<file path="config.mk">
export PLATFORM = sky130hd
export DESIGN_NAME = alu_arbiter
export DESIGN_NICKNAME = d
export VERILOG_FILES = /design/src/rtl/alu_arbiter.sv
export SDC_FILE = /design/constraint.sdc
export NUM_CORES = 1
export LEC_CHECK = 0
export CORE_AREA = 2 2 128 130
export DETAILED_ROUTE_END_ITERATION = 6
export DIE_AREA = 0 0 130 132
export GPL_TIMING_DRIVEN = 0
export PLACE_DENSITY = 0.69
export SYNTH_ARGS = -nofsm -noshare
export SYNTH_HDL_FRONTEND = slang
export SYNTH_SLANG_ARGS = --single-unit
</file>
<file path="constraint.sdc">
create_clock -name clk -period 1.7 [get_ports clk]
set_clock_uncertainty 0.05 [all_clocks]
set_input_delay 0.34 -clock clk [delete_from_list [all_inputs] [get_ports clk]]
set_output_delay 0.34 -clock clk [all_outputs]
set_load 0.05 [all_outputs]
</file>
<file path="src/rtl/alu_arbiter.sv">
// Two-port arbiter in front of a shared combinational ALU. It grants one request per cycle,
// registers results with latency 1, and owns the shared NZCV status register.
module alu_arbiter #(
    parameter int RR_EN = 1
) (
    input  logic        clk,
    input  logic        rst,
    input  logic        req0_valid,
    input  logic [3:0]  req0_cmd,
    input  logic [31:0] req0_val1,
    input  logic [31:0] req0_val2,
    input  logic        req0_s,
    output logic        req0_ready,
    input  logic        req1_valid,
    input  logic [3:0]  req1_cmd,
    input  logic [31:0] req1_val1,
    input  logic [31:0] req1_val2,
    input  logic        req1_s,
    output logic        req1_ready,
    output logic        rsp0_valid,
    output logic [31:0] rsp0_res,
    output logic [3:0]  rsp0_status,
    output logic        rsp1_valid,
    output logic [31:0] rsp1_res,
    output logic [3:0]  rsp1_status,
    output logic [3:0]  alu_cmd,
    output logic [31:0] alu_val1,
    output logic [31:0] alu_val2,
    output logic        alu_carry_in,
    input  logic [31:0] alu_res,
    input  logic [3:0]  alu_status,
    output logic [3:0]  status_reg
);

    localparam bit RR_ON = (RR_EN != 32'sd0);

    // prio_r names the port that wins the next contention; reset value favours port 0.
    logic        prio_r;
    logic        grant0_s;
    logic        grant1_s;
    logic        rsp0_valid_r;
    logic        rsp1_valid_r;
    logic [31:0] rsp0_res_r;
    logic [31:0] rsp1_res_r;
    logic [3:0]  rsp0_status_r;
    logic [3:0]  rsp1_status_r;
    logic [3:0]  status_reg_r;

    // Grant selection from the valids and the priority pointer only
    always_comb begin
        grant0_s = 1'b0;
        grant1_s = 1'b0;
        if (rst) begin
            grant0_s = 1'b0;
            grant1_s = 1'b0;
        end else if (req0_valid && req1_valid) begin
            if (RR_ON && prio_r) begin
                grant1_s = 1'b1;
            end else begin
                grant0_s = 1'b1;
            end
        end else begin
            grant0_s = req0_valid;
            grant1_s = req1_valid;
        end
    end

    // Steer the granted port's operation onto the shared ALU, zeros when idle
    always_comb begin
        alu_cmd  = 4'b0000;
        alu_val1 = 32'd0;
        alu_val2 = 32'd0;
        if (grant0_s) begin
            alu_cmd  = req0_cmd;
            alu_val1 = req0_val1;
            alu_val2 = req0_val2;
        end else if (grant1_s) begin
            alu_cmd  = req1_cmd;
            alu_val1 = req1_val1;
            alu_val2 = req1_val2;
        end else begin
            alu_cmd  = 4'b0000;
            alu_val1 = 32'd0;
            alu_val2 = 32'd0;
        end
    end

    assign req0_ready   = grant0_s;
    assign req1_ready   = grant1_s;
    assign alu_carry_in = status_reg_r[1];

    // Response capture, status update and pointer rotation on each granted edge
    always_ff @(posedge clk) begin
        if (rst) begin
            prio_r        <= 1'b0;
            rsp0_valid_r  <= 1'b0;
            rsp1_valid_r  <= 1'b0;
            rsp0_res_r    <= 32'd0;
            rsp1_res_r    <= 32'd0;
            rsp0_status_r <= 4'b0000;
            rsp1_status_r <= 4'b0000;
            status_reg_r  <= 4'b0000;
        end else begin
            rsp0_valid_r <= grant0_s;
            rsp1_valid_r <= grant1_s;
            if (grant0_s) begin
                rsp0_res_r    <= alu_res;
                rsp0_status_r <= alu_status;
            end
            if (grant1_s) begin
                rsp1_res_r    <= alu_res;
                rsp1_status_r <= alu_status;
            end
            if ((grant0_s && req0_s) || (grant1_s && req1_s)) begin
                status_reg_r <= alu_status;
            end
            // The loser of this grant gets priority next time; idle cycles keep it.
            if (grant0_s) begin
                prio_r <= 1'b1;
            end else if (grant1_s) begin
                prio_r <= 1'b0;
            end
        end
    end

    assign rsp0_valid  = rsp0_valid_r;
    assign rsp1_valid  = rsp1_valid_r;
    assign rsp0_res    = rsp0_res_r;
    assign rsp1_res    = rsp1_res_r;
    assign rsp0_status = rsp0_status_r;
    assign rsp1_status = rsp1_status_r;
    assign status_reg  = status_reg_r;

endmodule

</file>
==> results_dict.tcl <==
set metrics [dict create \
    vias 4528 \
    regArea_um2 1590 \
    finalPower_mw 6.80 \
    grt_pass1_wl_um 27900 \
    htreeDepth 3 \
    synth_edf_count 0 \
    multi_input_area_um2 2580 \
    power_density_nw_per_um2 767 \
    synth_top_area_share_pct 42.2 \
    synth_warnings 0 \
    status "complete, but fails checks" \
    maxSlewViolCount 0 \
    start_util_pct 23.9 \
    dr.pass1.iters 4 \
    hp-class "reg -> reg" \
    die_x_um 130 \
    violations "setup timing" \
    cts-hold-fix-buffers 0 \
    numCtsBuffers 9 \
    critPathCaptureType "output pin" \
    grt-ovfl-total 0 \
    worstSkewPairLatency_ns 0.33 \
    viasPerCell 4.67 \
    wirelength_um 19800 \
    final_cells 969 \
    coreArea_um2 15700 \
    antenna_found_initial 3 \
    fin_nets 923 \
    vdd_drop_max_mv 0.547 \
    crit_type "reg -> out" \
    cts_num_sinks 79 \
    wl_per_cell_um 20.5 \
    synth.area.top_cells "dfxtp_1 (42%), a22o_1 (16%), mux2_2 (11%), nand2b_1 (7.3%), nor2b_1 (6.2%)" \
    clockBufferDepth 2 \
    syn_area_um2 3750 \
    cts_tree "built" \
    routabilityCongestion 0.867 \
    drtAntennaViolNets 0 \
    grt_start_max_net_pins 14 \
    area_growth_pct 136 \
    grt_usage_pct 21.6 \
    drive_gt1_share_pct 31.5 \
    filler_cell_count 1364 \
    tightestPinTransition_ns 0.623 \
    ys_async_sr_fraction_pct 0 \
    drc 0 \
    num_rows 46 \
    ys_ff_latch 79 \
    chipHeight_um 132 \
    cp.required_ns 1.31 \
    syn_nets 569 \
    syn_inst 391 \
    root_buffer "clkbuf_16" \
    setup_slack_ns -0.408 \
    dp_hpwl_um 15900 \
    yosysUniqueCellTypes 22 \
    relSlewSlack_pct 58.3 \
    setup_viol 70 \
    ios 327 \
    post-route-util_pct 56.4 \
    finalHoldViolCount 0 \
    critPathMaxFanout 10 \
    cts.clk_slew.worst_paths_ns 0.06 \
    port_buffers 326 \
    setup_tns_ns -26.83 \
    fmax_mhz 474 \
    drt_iter0_drc 181 \
    ys.flop_type "dfxtp_1" \
    layout_worst_path_cycle_share_pct 124 \
    p_leak_nw 3.97 \
    synth_top_area_cell "dfxtp_1" \
    dieArea_um2 17200 \
    rsz0062_at_grt "true" \
    layout_min_cycle_time_ns 2.11 \
    drv_cap 0 \
    start_kind "register" \
    synth_seq_area_share_pct 42.2 \
    cp.arrival_ns 1.72 \
    avgSynthCellArea_um2 9.59 \
    grt_pass1_vias 4812 \
    place_inst 933 \
]
==> kinds of logic after synthesis <==
family	count (synthesis)	share of synthesized area [%]
AND/OR/NAND/NOR	124	19.6
multiplexers	40	11.9
buffers and inverters	41	5.11
AO/OA/AOI/OAI	107	21.3
flip-flops	79	42.2
==> power breakdown <==
group | internal (mW) | switching [mW] | total [mW] | leakage (nW)
sequential | 1.99 | 0.0656 | 2.05 | 0.652
clock | 1.28 | 0.754 | 2.03 | 0.148
combinational | 1.23 | 1.48 | 2.71 | 3.17
==> synthesized netlist by cell type (2+ instances only) <==
| cell type | instances |
|---|---|
| buf_4 | 2 |
| buf_2 | 18 |
| buf_1 | 2 |
| mux2_2 | 35 |
| mux2i_1 | 4 |
| clkbuf_1 | 18 |
| dfxtp_1 | 79 |
| nor2b_1 | 37 |
| nand2b_1 | 44 |
| o21ai_0 | 35 |
| nand3_1 | 36 |
| nand2_1 | 2 |
| a22o_1 | 68 |
| and2_1 | 3 |
==> layout make-up <==
cell class / instances / area share, %
timing repair buffer: 344 / 41.8
clock inverter: 6 / 0.960
antenna: 3 / 0.0847
sequential: 79 / 17.9
multi-input combinational: 271 / 29.1
tap: 216 / 3.05
clock buffer: 10 / 2.58
buffer: 40 / 4.57
==> metal layers <==
layer  share of wire, %  GRT usage, %
met1                 35          21.3
met2                 53          41.0
met3                7.9          6.94
met4                3.8          8.30
met5                  0             0
==> stage by stage <==
| step | worst slack, ns | area [µm²] | hold slack (ns) |
|---|---|---|---|
| floorplan | -0.117 | 4300 | 0.418 |
| global placement | -1.65 | 7830 | 0.411 |
| detailed placement | -1.66 | 7830 | 0.416 |
| CTS | -0.475 | 8500 | 0.425 |
| global route | -0.469 | 8860 | 0.449 |
| finish | -0.408 | 8860 | 0.424 |
==> worst paths after layout <==
path	slack (ns)	cells past startpoint	endpoint	from
max	-0.41	7	alu_val1[5]	prio_r
min	0.42	2	rsp0_res[26]	rsp0_res[26]
max reg2reg	0.03	7	rsp1_status[1]	prio_r
min reg2reg	0.42	2	rsp0_res[26]	rsp0_res[26]
==> placed cells by master (no fill, tap or decap), types with 3 or more instances in the layout <==
cell             synthesis  layout
a22o_2                   0       3
a22o_4                   0      65
buf_12                   0      14
buf_4                    2      17
buf_6                    1      18
buf_8                    0      53
clkbuf_1                18      16
clkbuf_16                0      13
clkdlybuf4s50_1          0     174
dfxtp_1                 79      78
diode_2                  0       3
dlygate4sd2_1            0      78
mux2_2                  35      35
mux2i_1                  4       4
nand2b_1                44      44
nand3_1                 36      36
nor2b_1                 37      36
o21ai_0                 35      35
==> critical path, stage by stage, from the launching register on <==
cell     delay (ns)
dfxtp_4        0.37
nor2b_4        0.05
nor3b_4        0.22
buf_12         0.16
buf_12         0.15
buf_12         0.15
a22o_4         0.13
buf_8          0.14
==> what timing repair did <==
item                                    CTS  global route
hold endpoints to repair                  0             0
endpoints found under the setup margin  225            98
setup buffers                             8             5
cloned                                    2             4
gates resized for setup                 630            65
pin swaps                                 2             6
Power figures use the tool's default switching activity.
